**src/rtl/weight_seq_ctrl.sv**
```systemverilog
// Weight-store fetch sequencer: walks LAYER0..LAYER3 then AFFINE, phase by
// phase, handshaking with the store (load/valid) and the consumer (rdy/ack).
`ifndef LAYER0
`define LAYER0 4'd0
`endif
`ifndef LAYER1
`define LAYER1 4'd1
`endif
`ifndef LAYER2
`define LAYER2 4'd2
`endif
`ifndef LAYER3
`define LAYER3 4'd3
`endif
`ifndef AFFINE
`define AFFINE 4'd4
`endif

module weight_seq_ctrl #(
    parameter int N_PHASE_CONV = 8,
    parameter int N_PHASE_AFF  = 2,
    parameter int TIMEOUT      = 15
) (
    input  logic       clk,
    input  logic       rst,
    input  logic       start,
    input  logic       abort,
    input  logic       ws_valid,
    output logic       ws_load,
    output logic [3:0] ws_cs,
    output logic [2:0] ws_phase,
    output logic       w_rdy,
    input  logic       w_ack,
    output logic       busy,
    output logic       done,
    output logic       err
);

    typedef enum logic [2:0] {
        IDLE,
        SETUP,
        FETCH,
        HOLD,
        FIN
    } state_t;

    localparam logic [2:0] LAST_LAYER   = 3'd4;
    localparam logic [2:0] LAST_CONV_PH = 3'(N_PHASE_CONV - 1);
    localparam logic [2:0] LAST_AFF_PH  = 3'(N_PHASE_AFF - 1);
    localparam logic [7:0] FETCH_MIN    = 8'd2;
    localparam logic [7:0] FETCH_MAX    = 8'(TIMEOUT);

    state_t     state, state_n;
    logic [2:0] layer, layer_n;
    logic [2:0] phase, phase_n;
    logic [7:0] fcnt, fcnt_n;
    logic       err_n;
    logic [2:0] last_ph;

    logic       ws_load_n;
    logic       w_rdy_n;
    logic       busy_n;
    logic       done_n;
    logic [3:0] ws_cs_n;
    logic [2:0] ws_phase_n;

    function automatic logic [3:0] layer_code(input logic [2:0] l);
        logic [3:0] c;
        case (l)
            3'd0:    c = `LAYER0;
            3'd1:    c = `LAYER1;
            3'd2:    c = `LAYER2;
            3'd3:    c = `LAYER3;
            default: c = `AFFINE;
        endcase
        return c;
    endfunction

    // Next-state and next-output logic; outputs are a function of the
    // state being entered so that every port comes straight from a flop.
    always_comb begin
        state_n = state;
        layer_n = layer;
        phase_n = phase;
        fcnt_n  = fcnt;
        err_n   = err;
        last_ph = (layer == LAST_LAYER) ? LAST_AFF_PH : LAST_CONV_PH;

        if (abort && state != IDLE) begin
            state_n = IDLE;
        end else begin
            case (state)
                IDLE: begin
                    if (start) begin
                        state_n = SETUP;
                        err_n   = 1'b0;
                        layer_n = 3'd0;
                        phase_n = 3'd0;
                    end
                end
                SETUP: begin
                    state_n = FETCH;
                    fcnt_n  = 8'd0;
                end
                FETCH: begin
                    // Store valid is stale until its init cycle completes
                    if (ws_valid && fcnt >= FETCH_MIN) begin
                        state_n = HOLD;
                    end else if (fcnt == FETCH_MAX) begin
                        state_n = IDLE;
                        err_n   = 1'b1;
                    end else begin
                        fcnt_n = fcnt + 8'd1;
                    end
                end
                HOLD: begin
                    if (w_ack) begin
                        if (phase != last_ph) begin
                            phase_n = phase + 3'd1;
                            state_n = SETUP;
                        end else if (layer != LAST_LAYER) begin
                            phase_n = 3'd0;
                            layer_n = layer + 3'd1;
                            state_n = SETUP;
                        end else begin
                            state_n = FIN;
                        end
                    end
                end
                FIN: begin
                    state_n = IDLE;
                end
                default: begin
                    state_n = IDLE;
                end
            endcase
        end

        if (state_n == IDLE) begin
            layer_n = 3'd0;
            phase_n = 3'd0;
            fcnt_n  = 8'd0;
        end

        ws_load_n  = (state_n == FETCH) || (state_n == HOLD);
        w_rdy_n    = (state_n == HOLD);
        busy_n     = (state_n != IDLE);
        done_n     = (state_n == FIN);
        ws_cs_n    = layer_code(layer_n);
        ws_phase_n = phase_n;
    end

    // State, counters and registered outputs.
    always_ff @(posedge clk or posedge rst) begin
        if (rst) begin
            state    <= IDLE;
            layer    <= 3'd0;
            phase    <= 3'd0;
            fcnt     <= 8'd0;
            err      <= 1'b0;
            ws_load  <= 1'b0;
            w_rdy    <= 1'b0;
            busy     <= 1'b0;
            done     <= 1'b0;
            ws_cs    <= `LAYER0;
            ws_phase <= 3'd0;
        end else begin
            state    <= state_n;
            layer    <= layer_n;
            phase    <= phase_n;
            fcnt     <= fcnt_n;
            err      <= err_n;
            ws_load  <= ws_load_n;
            w_rdy    <= w_rdy_n;
            busy     <= busy_n;
            done     <= done_n;
            ws_cs    <= ws_cs_n;
            ws_phase <= ws_phase_n;
        end
    end

endmodule

```
**config.mk**
```make
export PLATFORM = sky130hd
export DESIGN_NAME = weight_seq_ctrl
export DESIGN_NICKNAME = d
export VERILOG_FILES = /design/src/rtl/weight_seq_ctrl.sv
export SDC_FILE = /design/constraint.sdc
export NUM_CORES = 1
export LEC_CHECK = 0
export BUFFER_PORTS_ARGS = -buffer_cell sky130_fd_sc_hd__buf_2
export CORE_AREA = 2 2 57 59
export DETAILED_ROUTE_END_ITERATION = 6
export DIE_AREA = 0 0 59 61
export PLACE_DENSITY = 0.69
export SETUP_SLACK_MARGIN = 0.5
export SKIP_CTS_REPAIR_TIMING = 1
export SLEW_MARGIN = 20
export SYNTH_ARGS = -nofsm -noshare
export SYNTH_HDL_FRONTEND = slang
export SYNTH_SLANG_ARGS = --single-unit
```
**constraint.sdc**
```tcl
create_clock -name clk -period 2.8 [get_ports clk]
set_input_delay 0.14 -clock clk [delete_from_list [all_inputs] [get_ports clk]]
set_output_delay 0.14 -clock clk [all_outputs]
set_load 0.02 [all_outputs]
```
# Word-level counts from Yosys, hierarchy flattened
# Index checks and enable logic that the tools add are counted.
[totals]
regBits = 26
out_inout_bits = 12
wordCells = 84
[op_classes]
n_addsub = 3
order_cmp = 1
n_eq_ne = 22
muxes = 33
bitwise = 1
reduce_logical = 14
[ops]
columns = ["op", "n"]
rows = [
  ["$mux W3", 20],
  ["$mux W8", 4],
  ["$pmux W3 S4", 2],
  ["$eq A3 B2 Y1 const B", 6],
  ["$pmux W8 S2", 1],
  ["$ne A3 B3 Y1 const B", 5],
  ["$pmux W3 S2", 2],
  ["$reduce_bool A3 Y1", 4],
  ["$reduce_and A5 Y1", 2],
  ["$logic_not A3 Y1", 3],
  ["$add A8 B1 Y8 const B", 1],
  ["$eq A8 B4 Y1 const B", 1],
  ["$ge A8 B2 Y1 const B", 1],
  ["$add A3 B1 Y3 const B", 2],
  ["$eq A3 B1 Y1 const B", 2],
  ["$eq A3 B3 Y1 const B", 2],
  ["$ne A2 B2 Y1 const B", 3],
  ["$ne A4 B4 Y1 const B", 1],
  ["$reduce_and A4 Y1", 1],
  ["$mux W1", 3],
  ["$ne A3 B3 Y1", 1],
  ["$logic_and A1 B1 Y1", 2],
  ["$ne A2 B1 Y1 const B", 1],
  ["$pmux W1 S2", 1],
  ["other kinds (3)", 3],
]

# Depth between registers and ports, before layout
# Gate-level depths: netlist of run 1.
[logic_depth]
word_depth = 11
mapped_depth = 8

# Least setup slack after synthesis of run 1
# No wires, ideal clock.
[synth_path]
kind = "reg-to-reg"
from = "register layer[0]"
to = "register fcnt[7]"
t_arrival_ns = 2.392
required_ns = 2.722
path_slack_ns = 0.330
stages_incl_launch_ff = 9
synth_period_minus_slack_ns = 2.470
cell_sequence = "dfrtp_1 -> inv_1 -> ha_1 -> nor4bb_1 -> a31oi_1 -> nor3_4 -> nand4bb_4 -> or4_1 -> a21oi_1"
[synth_between]
elab_chain_len = 10
[synth_rtl]
columns = ["item", "line_no", "source"]
rows = [
  ["start: declaration", "54", "logic [2:0] layer, layer_n;"],
  ["start signal: assignment", "169", "layer <= layer_n;"],
  ["$eq A3 B3 Y1", "87", "last_ph = (layer == LAST_LAYER) ? LAST_AFF_PH : LAST_CONV_PH;"],
  ["$mux W3", "87", ""],
  ["$ne A3 B3 Y1", "118", "if (phase != last_ph) begin"],
  ["$mux W3 (*)", "118", ""],
  ["$mux W3 (*)", "117", "if (w_ack) begin"],
  ["$pmux W3 S4 (*)", "92", "case (state)"],
  ["$mux W3 (*)", "89", "if (abort && state != IDLE) begin"],
  ["$logic_not A3 Y1 (*)", "139", "if (state_n == IDLE) begin"],
  ["$ne A3 B3 Y1 (no source line), or another cell as far along", "n/a", ""],
  ["$reduce_and A4 Y1 (no source line)", "n/a", ""],
  ["end signal: assignment", "171", "fcnt <= fcnt_n;"],
  ["end: declaration", "56", "logic [7:0] fcnt, fcnt_n;"],
]
# Mark *: on every way between the ends. The rest lies on a longest branch, timed or not.
# A chain may end at the register's enable or synchronous reset.

# Worst setup path after layout of run 1
[layout_path]
from = "register fcnt[0]"
to = "register fcnt[5]"
[layout_between]
elab_chain_len = 8
[layout_rtl]
columns = ["item", "line_no", "source"]
rows = [
  ["$ge A8 B2 Y1 / $eq A8 B4 Y1 (equally long branches)", "107, 109", ""],
  ["$logic_and A1 B1 Y1 / $mux W3 (equally long branches)", "107, 109", ""],
  ["$mux W3", "107", "if (ws_valid && fcnt >= FETCH_MIN) begin"],
  ["$pmux W3 S4", "92", ""],
  ["$mux W3", "89", ""],
  ["$logic_not A3 Y1", "139", ""],
  ["$ne A3 B3 Y1 (no source line), or another cell as far along", "n/a", ""],
  ["$reduce_and A4 Y1 (no source line)", "n/a", ""],
]
# Several ways; a longest one is shown, not always the timed one. The select of a mux whose other input is x is not followed.

==> results.ini, run 1 <==
[sta]
fin_crit_ps = 2530
slew_headroom = 0.354
whs_ps = -5.37
clock.fmax_ghz = 0.396
slew_violations = 0
tightest_slew_ps = 967
clock_skew_ps = 7.20
fin_crit_sh = 0.903
setup_tns_ps = 0
finalHoldViolations = 3
rsz0062_at_grt = yes
setup_viol = 0

[worst_setup_path]
crit_path_start = fcnt[0]$_DFFE_PP0P_
path_buf_inv = 2
cp_max_fo = 6
critPathKind = reg2reg
worstPathArrival_ps = 2800
path_cells = inv_2, ha_4, or4_4, o2111a_1, nor3_4, buf_6, nand4bb_4, or3_2, a21oi_1
start_kind = flip-flop
rr_startpoint = fcnt[0]$_DFFE_PP0P_
crit_slowest_cell = dfrtp_1
cp_top_family = simple AND/OR/NAND/NOR gates
endpoint_kind = flip-flop
slowest_delay_ps = 430
cp.required_ps = 3070

[die]
fp.dieH_um = 61
io_pins = 18
num_rows = 20
initial_core_util = 0.506
die_x_um = 59
die-area_um2 = 3600
core_area_um2 = 2950

[logic_synthesis]
synth_cells = 155
synth-edff-count = 0
ys.flop_type = dfrtp_1
synth-async-reset-ratio = 1.00
syn_area_um2 = 1490
yosys.area.top_type = dfrtp_1
yosysTopAreaCellShare = 0.419
synth_area_leaders = dfrtp_1, a21oi_1, ha_1
ys_warn_count = 0
synth-seq-area-share = 0.419
yosys_register_bits = 25
syn_avg_cell_area_um2 = 9.64
yosysUniqueCellTypes = 49
synth.net_count = 166

[cts]
cts.sinks = 25
cts.path.max_buffers = 2
clock_latency_ps = 330
htree_levels = 1
cts_buffers = 3
cts.clk_slew.worst_paths_ps = 150
cts_tree = built
root_buffer = clkbuf_4

[global_route]
grt_usage = 0.214
antenna_found_initial = 0
grt_remaining_overflow = 0
grt_max_degree = 26
grt_pass1_wl_um = 5730
grt_pass1_vias = 1236

[final_layout]
fillCellCount = 262
layout_common_cells = dfrtp_1, buf_2, a21oi_1, nand2_1, o21ai_0
syn_to_final_growth_pct = 19.7
drive_gt1_frac = 0.326
finalCoreUtilization = 0.606
layout_commonest_cell = dfrtp_1
diodes = 0
fin_nets = 190

[route]
postRouteWirelength_um = 3450
viasPerCell = 6.05
wl_per_cell_um = 16.3
ant_nets = 0
drc = 0
drtIter0Drc = 44
num_vias = 1276
first_pass_iters = 4

[pwr]
comb_power_share = 0.519
seq_power_share = 0.352
vdd_drop_max_mv = 0.322
switchingPower_mw = 0.569
intPower_mw = 0.778
pwr-share-clk = 0.128
powerDensity_nw_per_um2 = 753
swShare = 0.423
leakagePower_nw = 0.822

[placed_design]
port-buffer-count = 16
gp_congestion = 0.802
hpwl_um = 2340

[hold_path]
hold_path_class = in2async

[run_status]
violations = negative hold slack
status = complete, but fails checks

[flow_run]
max_cap_viol_count = 0

[flip-flops by register name, summed over array words and instances, names as in the netlist, 3 cells and up]
name / cells
fcnt: 8
state: 3
layer: 3
phase: 3
ws_cs: 3
[area by class of cell]
| class | instances | area [um2] | share of cell area |
|---|---|---|---|
| Timing Repair Buffer | 26 | 166 | 0.0931 |
| Multi-Input combinational cell | 112 | 886 | 0.495 |
| Clock buffer | 4 | 26.3 | 0.0147 |
| Tap cell | 33 | 41.3 | 0.0231 |
| Sequential cell | 25 | 627 | 0.351 |
| Inverter | 11 | 41.3 | 0.0231 |
[per-layer routing]
layer	global-route usage	routed length, um
met1	0.276	1500
met5	0	0
met2	0.362	1790
met3	0.0213	94
met4	0.101	57
[kinds of logic after synthesis]
group	after synthesis	share of synthesized area
simple gates	59	0.251
compound gates	44	0.204
flops	25	0.419
buf+inv	18	0.0628
fa+ha+maj	5	0.0419
xor+xnor	2	0.0117
other cells	1	0.00251
mux	1	0.00670
[power groups by stage]
stage                     Combinational, mW  Clock, mW  Sequential (mW)
after CTS                             0.540      0.173            0.469
final                                 0.700      0.173            0.474
after floorplan                       0.442          0            0.465
after detailed placement              0.538          0            0.477
after global routing                  0.758      0.193            0.483
after global placement                0.523          0            0.474
[metrics by stage]
step	hold slack (ps)	setup slack (ps)	cell area [um2]	instances	total power [mW]
after floorplan	167	490	1510	155	0.906
after global placement	389	275	1600	200	0.997
after detailed placement	402	232	1600	200	1.02
after CTS	31.0	211	1630	204	1.18
after global routing	76.5	210	1790	211	1.43
final	-5.37	272	1790	211	1.35
[Yosys cell counts, drive strengths merged, types with 2 or more instances]
cell / n
dfrtp: 25
a21oi: 13
inv: 11
nand2: 10
o21ai: 10
nor2: 8
nor3: 7
buf: 5
ha: 5
or2: 5
and2: 4
o31ai: 4
or3: 4
or4: 4
a21boi: 3
nand3: 3
a21o: 2
a31oi: 2
and4: 2
clkbuf: 2
nand2b: 2
nand3b: 2
nor4bb: 2
o22ai: 2
xnor2: 2
[final timing paths]
kind | end | slack (ps) | cells after the start
worst max-delay path | fcnt[5]$_DFFE_PP0P_ | 270 | 9
worst min-delay path | busy$_DFF_PP0_ | -5 | 2
worst max register to register | fcnt[5]$_DFFE_PP0P_ | 270 | 9
worst min register to register | err$_DFFE_PP0P_ | 560 | 2
max in group asynchronous | fcnt[1]$_DFFE_PP0P_ | 2150 | 2
min in group clk | done$_DFF_PP0_ | 120 | 2
Power figures use the tool's default switching activity.
==> run 2, diff against run 1 <==
--- a/config.mk
+++ b/config.mk
@@ -6,10 +6,11 @@
 export NUM_CORES = 1
 export LEC_CHECK = 0
 export BUFFER_PORTS_ARGS = -buffer_cell sky130_fd_sc_hd__buf_2
-export CORE_AREA = 2 2 57 59
+export CORE_AREA = 2 2 55 57
 export DETAILED_ROUTE_END_ITERATION = 6
-export DIE_AREA = 0 0 59 61
-export PLACE_DENSITY = 0.69
+export DIE_AREA = 0 0 57 59
+export MAX_ROUTING_LAYER = met4
+export PLACE_DENSITY = 0.73
 export SETUP_SLACK_MARGIN = 0.5
 export SKIP_CTS_REPAIR_TIMING = 1
 export SLEW_MARGIN = 20
==> run 2 against run 1 <==
The run still ends with negative hold slack left. Final area grew 1.2%. Highest routed layer unchanged. Critical path depth unchanged. Utilization rose by 6.2 points. Combinational power rose by 6.7%. Final cell count down 0.95%. Worst setup slack gained 86 ps. Worst hold slack got worse by 2.5 ps. Via count shrank 0.86%. Non-clock buffer count is 1 lower. Routed wire length fell by 5.8%. Maximum frequency is 3.5% higher.
==> results.ini, run 2 (synthesized netlist as in run 1, its figures left out) <==
[worst_setup_path]
endpoint_kind = flip-flop
endpoint = fcnt[6]$_DFFE_PP0P_
crit_path_start = fcnt[0]$_DFFE_PP0P_
critPathKind = reg2reg
cp_max_fo = 6  ; unchanged
start_kind = flip-flop
worstPathArrival_ps = 2710  ; -90 ps
cp.required_ps = 3070  ; about the same
rr_startpoint = fcnt[0]$_DFFE_PP0P_
rr_endpoint = fcnt[6]$_DFFE_PP0P_
r2r_setup_slack_ps = 360  ; +90 ps
reg2reg_depth = 9  ; unchanged

[placed_design]
gp_congestion = 0.877  ; +9.3%
dpl_worst_slack_ps = 177  ; -55.7 ps
hpwl_um = 2060  ; -12%
place_inst = 197  ; -1.5%
place_area_um2 = 1590  ; -0.62%
port-buffer-count = 16  ; unchanged

[pwr]
switchingPower_mw = 0.596  ; +4.7%
pwr-share-clk = 0.122  ; -0.006
seq_power_share = 0.341  ; -0.011
vdd_drop_max_mv = 0.605  ; +88%
powerDensity_nw_per_um2 = 770  ; +2.2%
leakagePower_nw = 0.826  ; +0.44%
intPower_mw = 0.797  ; +2.5%
comb_power_share = 0.536  ; +0.017
swShare = 0.428  ; +0.00532

[sta]
finalHoldViolations = 15  ; +12
rsz0062_at_grt = yes
fin_crit_ps = 2440  ; -85.9 ps
tightest_slew_ps = 937  ; -30.4 ps
whs_ps = -7.88  ; -2.51 ps
setup_tns_ps = 0  ; unchanged
clock.fmax_ghz = 0.409  ; +3.5%
fin_crit_sh = 0.872  ; -0.0307
slew_headroom = 0.375  ; +0.0203
fin_ws_ps = 358  ; +85.9 ps
clock_skew_ps = 6.44  ; -0.761 ps
slew_violations = 0  ; unchanged
setup_viol = 0  ; unchanged

[final_layout]
diodes = 0  ; unchanged
finalInstanceArea_um2 = 1810  ; +1.2%
fin_nets = 190  ; unchanged
largest_register_ffs = 8  ; unchanged
layout_commonest_cell = dfrtp_1
drive_gt1_frac = 0.331  ; +0.00562
top_register = fcnt
fillCellCount = 215  ; -18%
layout_common_cells = dfrtp_1, buf_2, inv_1, nand2_1
syn_to_final_growth_pct = 21.1
finalNonFillerCells = 209  ; -0.95%

[cts]
cts_buffers = 3  ; unchanged
clock_latency_ps = 330  ; about the same
cts_tree = built
cts.clk_slew.worst_paths_ps = 150  ; about the same
htree_levels = 1  ; unchanged
root_buffer = clkbuf_4
cts.path.max_buffers = 2  ; unchanged
cts.sinks = 25  ; unchanged

[global_route]
grt_pass1_vias = 1075  ; -13%
grt_max_degree = 26  ; unchanged
grt_usage = 0.192  ; -0.0217
grt_remaining_overflow = 0  ; unchanged
antenna_found_initial = 0  ; unchanged
grt_pass1_wl_um = 4910  ; -14%

[die]
initial_core_util = 0.551  ; +0.0453
io_pins = 18  ; unchanged
die_x_um = 57  ; -3.4%
core_area_um2 = 2710  ; -8.2%
num_rows = 19  ; -5.0%
die-area_um2 = 3360  ; -6.6%
fp.dieH_um = 59  ; -3.3%

[route]
drtIter0Drc = 40  ; -9.1%
first_pass_iters = 4  ; unchanged
wl_per_cell_um = 15.5  ; -4.9%
viasPerCell = 6.05  ; about the same
drc = 0  ; unchanged
ant_nets = 0  ; unchanged
num_vias = 1265  ; -0.86%
postRouteWirelength_um = 3250  ; -5.8%

[run_status]
status = complete, but fails checks
violations = negative hold slack

[flow_run]
max_cap_viol_count = 0  ; unchanged

[hold_path]
hold_path_class = in2async

-- run 2: final cells by class --
class | instances | area (um2) | share of cell area
sequential | 25 | 627 | 0.346
clock buffer | 3 | 22.5 | 0.0124
tap | 31 | 38.8 | 0.0214
inverter | 11 | 41.3 | 0.0228
timing repair buffer | 25 | 155 | 0.0858
clock inverter | 1 | 7.51 | 0.00415
multi-input combinational | 113 | 917 | 0.507
-- run 2: routing by layer --
metal,vias up,GRT usage,share of wire
li1,610,-,-
met1,605,0.262,0.44
met2,46,0.302,0.51
met3,4,0.0197,0.050
met4,0,0.0664,0.0077
met5,-,-,0
-- run 2: power by group through the flow --
stage	clock network, mW	logic (mW)	registers, mW
3_5_place_dp	0	0.525	0.474
3_3_place_gp	0	0.519	0.473
2_1_floorplan	0	0.442	0.465
6_report	0.170	0.747	0.475
5_1_grt	0.193	0.805	0.486
4_1_cts	0.177	0.529	0.467
-- run 2: worst max-delay path, cell delays in order (launching register included) --
cell	delay (ps)
dfrtp_1	440
inv_2	50
ha_2	180
or4_4	410
o2111a_1	280
nor3_4	160
buf_6	160
nand4bb_4	140
or4_4	440
a21oi_2	120
-- run 2: metrics by stage --
| stage | util | power, mW |
|---|---|---|
| after CTS | 0.598 | 1.17 |
| after global placement | 0.587 | 0.992 |
| after floorplan | - | 0.906 |
| after global routing | 0.668 | 1.48 |
| after detailed placement | 0.587 | 0.998 |
| final | 0.668 | 1.39 |
-- run 2: how the worst min path moves through the flow --
stage / startpoint / endpoint / slack [ps] / cells past startpoint
floorplan: rst / busy$_DFF_PP0_ / 170 / 1
global placement: rst / busy$_DFF_PP0_ / 380 / 2
detailed placement: rst / busy$_DFF_PP0_ / 400 / 2
CTS: rst / fcnt[2]$_DFFE_PP0P_ / 20 / 2
global route: rst / fcnt[2]$_DFFE_PP0P_ / 80 / 2
finish: rst / ws_cs[2]$_DFF_PP0_ / -8 / 2
